`config.mk`:
```
export PLATFORM = sky130hd
export DESIGN_NAME = uart_rx
export DESIGN_NICKNAME = d
export VERILOG_FILES = /design/src/rtl/uart_rx.sv
export SDC_FILE = /design/constraint.sdc
export NUM_CORES = 1
export LEC_CHECK = 0
export CAP_MARGIN = 20
export CORE_MARGIN = 4
export CORE_UTILIZATION = 28
export CTS_CLUSTER_SIZE = 25
export DETAILED_ROUTE_END_ITERATION = 10
export GPL_TIMING_DRIVEN = 0
export HOLD_SLACK_MARGIN = 0.08
export PLACE_DENSITY = 0.49
export SETUP_SLACK_MARGIN = 0.5
export SLEW_MARGIN = 20
export SYNTH_ARGS = -nofsm -noshare
export SYNTH_HDL_FRONTEND = slang
export SYNTH_SLANG_ARGS = --single-unit
```
`constraint.sdc`:
```
create_clock -name clk_i -period 5.1 [get_ports clk_i]
set_input_delay 1.02 -clock clk_i [delete_from_list [all_inputs] [get_ports clk_i]]
set_output_delay 1.02 -clock clk_i [all_outputs]
set_load 0.005 [all_outputs]
```
`src/rtl/uart_rx.sv`:
```
// 8N1 UART receiver: oversamples rx_i with clk_i, samples each bit near its centre
// and presents every correctly framed byte on data_o with a one-cycle ready_o strobe.
module uart_rx #(
   parameter int CLK_FREQ     = 100_000_000,
   parameter int BAUD         = 9600,
   parameter int CLKS_PER_BIT = CLK_FREQ / BAUD
) (
   input  logic       clk_i,
   input  logic       nreset_i,
   input  logic       rx_i,
   input  logic       valid_i,
   output logic       ready_o,
   output logic [7:0] data_o
);

   localparam int CW = $clog2(CLKS_PER_BIT);
   localparam logic [CW-1:0] CNT_ZERO = {CW{1'b0}};
   localparam logic [CW-1:0] CNT_ONE  = CW'(32'd1);
   localparam logic [CW-1:0] HALF_CNT = CW'(CLKS_PER_BIT / 2 - 1);
   localparam logic [CW-1:0] FULL_CNT = CW'(CLKS_PER_BIT - 1);

   generate
      if (CLKS_PER_BIT < 4) begin : g_bad_cpb
         $error("uart_rx: CLKS_PER_BIT must be at least 4");
      end
   endgenerate

   typedef enum logic [1:0] {
      ST_IDLE  = 2'd0,
      ST_START = 2'd1,
      ST_DATA  = 2'd2,
      ST_STOP  = 2'd3
   } state_t;

   logic          sync1_r;
   logic          sync2_r;
   logic          prev_r;
   state_t        state_r;
   state_t        state_s;
   logic [CW-1:0] cnt_r;
   logic [CW-1:0] cnt_s;
   logic [2:0]    idx_r;
   logic [2:0]    idx_s;
   logic [7:0]    shift_r;
   logic [7:0]    shift_s;
   logic [7:0]    data_r;
   logic [7:0]    data_s;
   logic          ready_r;
   logic          ready_s;
   logic          start_s;

   // A start needs a high-to-low transition, so a line stuck low never starts a frame.
   assign start_s = (sync2_r == 1'b0) && (prev_r == 1'b1) && valid_i;

   // Two-flop synchronizer plus the previous sample for falling-edge detection.
   always_ff @(posedge clk_i) begin
      if (!nreset_i) begin
         sync1_r <= 1'b1;
         sync2_r <= 1'b1;
         prev_r  <= 1'b1;
      end else begin
         sync1_r <= rx_i;
         sync2_r <= sync1_r;
         prev_r  <= sync2_r;
      end
   end

   // Receiver state, counters, shift register and registered outputs.
   always_ff @(posedge clk_i) begin
      if (!nreset_i) begin
         state_r <= ST_IDLE;
         cnt_r   <= CNT_ZERO;
         idx_r   <= 3'd0;
         shift_r <= 8'h00;
         data_r  <= 8'h00;
         ready_r <= 1'b0;
      end else begin
         state_r <= state_s;
         cnt_r   <= cnt_s;
         idx_r   <= idx_s;
         shift_r <= shift_s;
         data_r  <= data_s;
         ready_r <= ready_s;
      end
   end

   // Next-state and datapath decode; every frame is timed from the falling start edge.
   always_comb begin
      state_s = state_r;
      cnt_s   = cnt_r;
      idx_s   = idx_r;
      shift_s = shift_r;
      data_s  = data_r;
      ready_s = 1'b0;

      case (state_r)
         ST_IDLE: begin
            if (start_s) begin
               state_s = ST_START;
               cnt_s   = CNT_ZERO;
            end else begin
               state_s = ST_IDLE;
            end
         end

         ST_START: begin
            if (cnt_r == HALF_CNT) begin
               cnt_s = CNT_ZERO;
               idx_s = 3'd0;
               if (sync2_r == 1'b0) begin
                  state_s = ST_DATA;
               end else begin
                  state_s = ST_IDLE;
               end
            end else begin
               cnt_s = cnt_r + CNT_ONE;
            end
         end

         ST_DATA: begin
            if (cnt_r == FULL_CNT) begin
               cnt_s          = CNT_ZERO;
               shift_s[idx_r] = sync2_r;
               if (idx_r == 3'd7) begin
                  state_s = ST_STOP;
                  idx_s   = 3'd0;
               end else begin
                  idx_s = idx_r + 3'd1;
               end
            end else begin
               cnt_s = cnt_r + CNT_ONE;
            end
         end

         ST_STOP: begin
            if (cnt_r == FULL_CNT) begin
               // Leaving at mid stop bit lets a following start edge be caught with no gap.
               state_s = ST_IDLE;
               cnt_s   = CNT_ZERO;
               if (sync2_r == 1'b1) begin
                  data_s  = shift_r;
                  ready_s = 1'b1;
               end else begin
                  data_s  = data_r;
                  ready_s = 1'b0;
               end
            end else begin
               cnt_s = cnt_r + CNT_ONE;
            end
         end

         default: begin
            state_s = ST_IDLE;
            cnt_s   = CNT_ZERO;
            idx_s   = 3'd0;
         end
      endcase
   end

   assign ready_o = ready_r;
   assign data_o  = data_r;

endmodule

```
==> Word level (Yosys, flattened, before mapping) <==
Index checks and enable logic that the tools add are counted.
{ "op_classes": {"addsub": 2, "order_cmp": 2, "n_eq_ne": 11, "mux": 19, "bitwise_logic": 1, "n_reduce_logical": 11} }
{ "op_table": {"columns": ["op", "n"], "rows": [
  ["14-bit 2-to-1 mux", 3],
  ["14-bit one-hot mux with 3 select lines", 1],
  ["14-bit by 1-bit adder with 14-bit output, second input constant", 1],
  ["14-bit by 13-bit equality test with 1-bit output, second input constant", 1],
  ["14-bit equality test, second input constant", 1],
  ["2-bit 2-to-1 mux", 5],
  ["2-bit != test, second input constant", 5],
  ["3-bit 2-to-1 mux", 3],
  ["3-bit AND reduction", 3],
  ["8-bit bitwise mux", 1],
  ["2-bit one-hot mux with 4 select lines", 1],
  ["3-bit one-hot mux with 2 select lines", 1],
  ["2-bit equality test, second input constant", 2],
  ["3-bit by 4-bit < comparator with 1-bit output, second input constant", 1],
  ["4-bit AND reduction", 1],
  ["3-bit by 1-bit adder with 3-bit output, second input constant", 1],
  ["1-bit demux with 3-bit select", 1],
  ["3-bit equality test, second input constant", 1],
  ["3-bit by 1-bit >= comparator with 1-bit output, second input constant", 1],
  ["1-bit logical AND", 3],
  ["1-bit 2-to-1 mux", 3],
  ["2-bit by 1-bit equality test with 1-bit output, second input constant", 1],
  ["2-bit logical NOT", 1],
  ["2-bit AND reduction", 1],
  ["3 further kinds", 3]
]} }
{ "totals": {"register_bits": 39, "inputBits": 4, "output_inout_bits": 9, "word_cells": 55} }

==> Depth between registers and ports, before layout <==
Gate-level depths: netlist (run 1).
{ "depth": {"ltp_word": 5, "ltp_mapped": 7, "mapped_depth_nobuf": 6} }

==> Least setup slack after synthesis (run 1) <==
No wires, ideal clock.
{ "synth_timing": {"kind": "register to register", "startpoint": "reg cnt_r[4]", "endpoint": "reg cnt_r[8]", "setup_ns": 0.128, "t_arrival_ns": 1.886, "required_time_ns": 4.972, "path_slack_ns": 3.086, "stages_incl_launch_ff": 8, "path_buffers": 2, "cell_sequence": "dfxtp_1 > buf_6 > or4_4 > nor4_4 > o22ai_1 > buf_2 > a22oi_1 > nor2_1"} }
{ "synth_between": {"elab_chain_len": 3, "word_cells_on_any_way": 6, "classes_between": "add/sub: 1; eq/ne: 2; mux: 3"} }
{ "synth_lines": {"columns": ["element", "line", "text"], "rows": [
  ["start, declared", "40", "logic [CW-1:0] cnt_r;"],
  ["start signal, assigned", "79", "cnt_r <= cnt_s;"],
  ["14-bit by 1-bit adder with 14-bit output (tied with other cells)", "116, 131, 148", null],
  ["14-bit 2-to-1 mux (on tied branches)", "121, 136, 107", null],
  ["14-bit one-hot mux with 3 select lines *", "96", "case (state_r)"]
]} }
Every way passes the cells marked *; elsewhere a longest branch is shown, timed or not.
A chain may end at the register's enable or synchronous reset.

==> Worst setup path after layout (run 1) <==
{ "layout_timing": {"startpoint": "reg cnt_r[9]", "endpoint": "reg cnt_r[9]"} }
Same word-level chain as after synthesis.

==> flow_summary.json, run 1 <==
{
  "seq_area_frac_synth_pct": 42.22,
  "skew_ps": 8.190,
  "first_global_vias": 1439,
  "synth_edf_count": 0,
  "vias": 1518,
  "cp-start-kind": "flop",
  "cellInternalPower_mw": 0.4065,
  "clk_latency_ps": 300,
  "fmax_ghz": 0.4371,
  "cp_data_arrival_time_ps": 2450,
  "ant_nets": 0,
  "path_class": "reg2reg",
  "grt_use_total_pct": 11.16,
  "tns_ps": 0,
  "period_needed_ps": 2288,
  "ys_warn_count": 0,
  "regToRegStartpoint": "cnt_r[9]",
  "pre_cts_ws_ps": 2528,
  "final_common_cell": "dfxtp_1",
  "setup_slack_ps": 2812,
  "start_util_pct": 28.96,
  "grt_pass1_wl_um": 6893,
  "ioPinCount": 13,
  "h-tree-depth": 2,
  "max_slew_margin_pct": 58.80,
  "ys_async_sr_fraction_pct": 0,
  "wl_per_cell_um": 13.29,
  "status": "completed",
  "die_x_um": 89.27,
  "netSwitchingPower_mw": 0.1311,
  "crit_fanout": 10,
  "core_area_um2": 6386,
  "die-area_um2": 7969,
  "wl_um": 4000,
  "maxSlewViolCount": 0,
  "min_to": "sync2_r",
  "final_nets": 230,
  "hold_path_depth": 1,
  "grt_max_degree": 14,
  "syn-instance-count": 204,
  "power.density_nw_per_um2": 249.5,
  "place_congestion": 0.7843,
  "setup_violations": 0,
  "grt_setup_unrepaired": "no",
  "crit-reg2reg-capture": "cnt_r[9]",
  "cts.sinks": 39,
  "required_ps": 5270,
  "reg2reg_slack_ps": 2810,
  "r2r_cells": 6,
  "fp.dieH_um": 89.27,
  "synth_area_um2": 1849,
  "cts_setup_buffers": 0,
  "seqPwrFrac_pct": 57.2,
  "hold_violations": 0,
  "diodes": 0,
  "cts-resized-gates": 0,
  "area.growth.synth_to_final_pct": 16.51,
  "power_frac_clock_pct": 39.5,
  "fin_crit_sh_pct": 44.86,
  "synth-seq-cells": 39,
  "end_kind": "flop",
  "cts_buffer_depth": 2,
  "synth.avg_cell_area_um2": 9.065,
  "clk_pin_slew_ps": 80,
  "min_from": "sync1_r",
  "peakVddDrop_uv": 97.58,
  "synth_cell_types": 45,
  "leakagePower_nw": 0.8053,
  "grt-ovfl-total": 0,
  "row_count": 29,
  "antenna_found_initial": 0,
  "nFillCells": 684,
  "synthFlopType": "dfxtp_1",
  "netSwitchingFraction_pct": 24.39,
  "cts_buffers": 5,
  "cts_tree": "yes",
  "hp-class": "reg2reg",
  "hpwl_um": 2721,
  "drc": 0,
  "port_buffers": 12,
  "maxCapViolCount": 0,
  "syn-num-nets": 211,
  "layout_common_cells": "dfxtp_1, nor2_1, nand2_1, mux2i_1, clkdlybuf4s50_1",
  "drt_iter0_drc": 86,
  "layout-drive-gt1-share_pct": 8.482,
  "viasPerCell": 5.043,
  "drtPass1Iterations": 4,
  "hold_buffers": 0,
  "combPwrFrac_pct": 3.3,
  "cts-root-buf": "clkbuf_8",
  "tightest_slew_ps": 618.0
}
==> synth_stat cells (2+ instances only) <==
cell type | number | share of area, %
a21oi_1 | 5 | 1.4
nand3_1 | 8 | 2.2
and3_2 | 2 | 0.81
and4_1 | 2 | 0.95
inv_1 | 6 | 1.2
nor3_1 | 5 | 1.4
nand2b_1 | 3 | 1.0
o211ai_1 | 3 | 1.2
xor2_1 | 4 | 1.9
nor4b_1 | 2 | 0.95
nor4_1 | 2 | 0.68
o21a_1 | 4 | 1.6
buf_2 | 2 | 0.54
a22oi_1 | 9 | 3.7
dfxtp_1 | 39 | 42
mux2i_1 | 12 | 6.5
clkbuf_1 | 9 | 1.8
nand2_1 | 14 | 2.8
nand4_1 | 5 | 1.7
buf_6 | 2 | 1.2
ha_1 | 3 | 2.0
o31ai_1 | 3 | 1.2
nor3b_1 | 2 | 0.81
xnor2_1 | 4 | 1.9
a31oi_1 | 3 | 1.0
nand3b_1 | 4 | 1.6
nor2_1 | 28 | 5.7
o21ai_0 | 2 | 0.54
==> power groups by stage <==
stage / Clock (mW) / Sequential, mW / Combinational [mW]
global placement: 0 / 0.315 / 0.0181
detailed placement: 0 / 0.315 / 0.0181
CTS: 0.222 / 0.307 / 0.0182
finish: 0.212 / 0.307 / 0.0179
floorplan: 0 / 0.314 / 0.0103
global route: 0.234 / 0.308 / 0.0199
==> layer usage <==
| layer | vias to the layer above | routed length [um] | global-route usage (%) |
|---|---|---|---|
| met5 | - | 0 | 0 |
| met4 | 0 | 87 | 5.413 |
| met3 | 7 | 164 | 2.765 |
| met2 | 28 | 1685 | 16.41 |
| met1 | 703 | 2062 | 15.19 |
| li1 | 780 | - | - |
==> flip-flops by register name, summed over array words and instances (netlist names), named ones only <==
name	count
cnt_r	14
data_o	8
idx_r	3
prev_r	1
ready_o	1
shift_r	8
state_r	1
sync1_r	1
sync2_r	1
==> cell type report <==
class	count	area (um^2)	area share, %
plain buffers	14	73.82	3.426
inverters	6	22.52	1.045
repair buffers	12	120.1	5.575
well taps	77	96.34	4.472
clock inverters	3	20.02	0.9292
multi-input cells	145	972.2	45.12
flip-flops and latches	39	780.7	36.24
clock buffers	5	68.82	3.194
==> critical path, stage by stage (launching register included) <==
cell     delay, ps
dfxtp_1        360
or4_4          560
nor4_4         430
o22ai_1        310
buf_2          280
a22oi_1        160
nor2_1          50
==> worst max path at each step <==
stage               cells past startpoint      from   endpoint
finish                                  6  cnt_r[9]   cnt_r[9]
global route                            6  cnt_r[9]  cnt_r[12]
floorplan                               7  cnt_r[4]   cnt_r[8]
detailed placement                      4  nreset_i   cnt_r[9]
CTS                                     7  cnt_r[4]  cnt_r[10]
global placement                        4  nreset_i   cnt_r[1]
==> per-stage QoR <==
stage	instance area [um^2]	std cells	power [mW]	util (%)	hold WS (ps)
after floorplan	1849	204	0.3245	-	386.3
after global placement	2066	293	0.3327	32.35	390.5
after detailed placement	2066	293	0.3327	32.35	397.2
after CTS	2155	301	0.5478	33.74	416.9
after global routing	2155	301	0.5619	33.74	429.4
final	2155	301	0.5376	33.74	413.7
==> cells by family (layout without fill, tap and decap cells) <==
group           after synthesis  after routing  synth area share [%]
compound gates               36             36                 13.80
xor+xnor                      8              8                 3.789
fa+ha+maj                     3              3                 2.030
buf+inv                      20             40                 5.210
flops                        39             39                 42.22
mux                          12             12                 6.496
simple gates                 86             86                 26.45
Note: power is estimated with default switching activity, not from simulation.
==> run 2, diff against run 1 <==
PLACE_DENSITY = 0.51   (was 0.49)
clock period = 2.03 ns   (was 5.1 ns; I/O delays follow)
==> run 2 against run 1 <==
Compared with the run above: wire length rose by 6.1%; core utilization rose by 6.0 points; highest routed layer unchanged; clock skew rose by 2.9 ps; fmax rose by 17%; via count rose by 3.8%; die area did not move.
==> flow_summary.json, run 2 (same netlist as run 1, synthesis figures left out) <==
{
  "status": "completed",
  "cellInternalPower_mw": 1.164,
  "setup_violations": 0,
  "grt_max_degree": 15,
  "design_area_um2": 2540,
  "netSwitchingFraction_pct": 22.96,
  "hpwl_um": 2713,
  "end_kind": "flop",
  "top_layer": "met4",
  "start_util_pct": 28.96,
  "power_frac_clock_pct": 44.7,
  "skew_ps": 11.09,
  "viasPerCell": 5.051,
  "whs_ps": 412.7,
  "drt-met1-wl_um": 2188,
  "fin_util_pct": 39.77,
  "vias": 1576,
  "port_buffers": 12,
  "cts_buffers": 5,
  "drt_iter0_drc": 52,
  "row_count": 29,
  "grt_setup_unrepaired": "yes",
  "power.density_nw_per_um2": 594.7,
  "setup_slack_ps": 80.97,
  "fin_cells": 312,
  "cts.sinks": 39,
  "tightest_slew_ps": 654.5,
  "cp_data_arrival_time_ps": 2100,
  "wl_per_cell_um": 13.60,
  "maxSlewViolCount": 0,
  "dpl_cell_area_um2": 2132,
  "h-tree-depth": 2,
  "wl_met3_um": 139,
  "core_area_um2": 6386,
  "area.growth.synth_to_final_pct": 37.35,
  "maxCapViolCount": 0,
  "ioPinCount": 13,
  "grt_pass1_wl_um": 7355,
  "largest_reg_flops": 14,
  "period_needed_ps": 1949,
  "antenna_found_initial": 0,
  "hp-class": "reg2reg",
  "final_nets": 241,
  "max_slew_margin_pct": 56.36,
  "layout-drive-gt1-share_pct": 31.49,
  "cts-root-buf": "clkbuf_8",
  "leakagePower_nw": 0.9900,
  "peakVddDrop_uv": 290.3,
  "first_global_vias": 1531,
  "cts_buffer_depth": 2,
  "tns_ps": 0,
  "pre_cts_ws_ps": -94.54,
  "cts_tree": "yes",
  "hold_buffers": 0,
  "largest_register": "cnt_r",
  "fp.dieH_um": 89.27,
  "netSwitchingPower_mw": 0.3468,
  "path_class": "reg2reg",
  "grt-ovfl-total": 0,
  "ant_nets": 0,
  "fmax_ghz": 0.5131,
  "seqPwrFrac_pct": 51.1,
  "drtPass1Iterations": 4,
  "power.total_mw": 1.511,
  "hold_violations": 0,
  "crit_fanout": 6,
  "reg2reg_slack_ps": 80,
  "grt_use_total_pct": 11.80,
  "die_x_um": 89.27,
  "clk_pin_slew_ps": 80,
  "final_common_cell": "dfxtp_1",
  "clk_latency_ps": 300,
  "cp-start-kind": "flop",
  "wl_um": 4244,
  "layout_common_cells": "dfxtp_1, nor2_1, nand2_1, mux2i_1, dfxtp_2",
  "die-area_um2": 7969,
  "wl_met2_um": 1851,
  "place_inst": 293,
  "required_ps": 2190,
  "place_congestion": 0.7845,
  "fin_crit_sh_pct": 96.01,
  "combPwrFrac_pct": 4.2,
  "diodes": 0,
  "drc": 0
}
[run 2: timing repair]
item                                    in CTS  in global routing
resized for setup                           34                 31
gates cloned                                 3                  0
pin swaps                                    4                 24
setup buffers                                7                  1
endpoints found under the setup margin      44                 37
[run 2: cell type report]
| cell class | count | area (um^2) |
|---|---|---|
| Inverter | 6 | 22.52 |
| Multi-Input combinational cell | 146 | 1175 |
| Buffer | 14 | 95.09 |
| Clock buffer | 5 | 68.82 |
| Timing Repair Buffer | 22 | 237.7 |
| Clock inverter | 3 | 47.55 |
| Fill cell | 646 | 3846 |
| Sequential cell | 39 | 797.0 |
| Tap cell | 77 | 96.34 |
[run 2: worst max-delay path: stages, from the launching register on]
cell and delay, ps:
dfxtp_2 320, buf_6 110, or4_4 480, nor4_4 170, buf_6 170, nand3b_4 150, o311ai_4 290, o41ai_4 120
[run 2: power by group through the flow]
stage               Clock (mW)  Sequential [mW]  Combinational, mW
floorplan                    0            0.789             0.0298
global placement             0            0.790             0.0499
detailed placement           0            0.790             0.0501
CTS                      0.697            0.773             0.0613
global route             0.719            0.773             0.0692
finish                   0.675            0.772             0.0632
[run 2: worst paths after layout]
check / from / endpoint / depth (start not counted)
worst min-delay path: sync1_r / sync2_r / 1
worst max-delay path: cnt_r[4] / shift_r[6] / 7
worst min register to register: sync1_r / sync2_r / 1
worst max register to register: cnt_r[4] / shift_r[6] / 7
[run 2: metal layers]
metal  vias to the layer above  track usage [%]
li1                        803                -
met4                         0            3.654
met1                       745            16.07
met5                         -                0
met3                         5            2.581
met2                        23            18.62
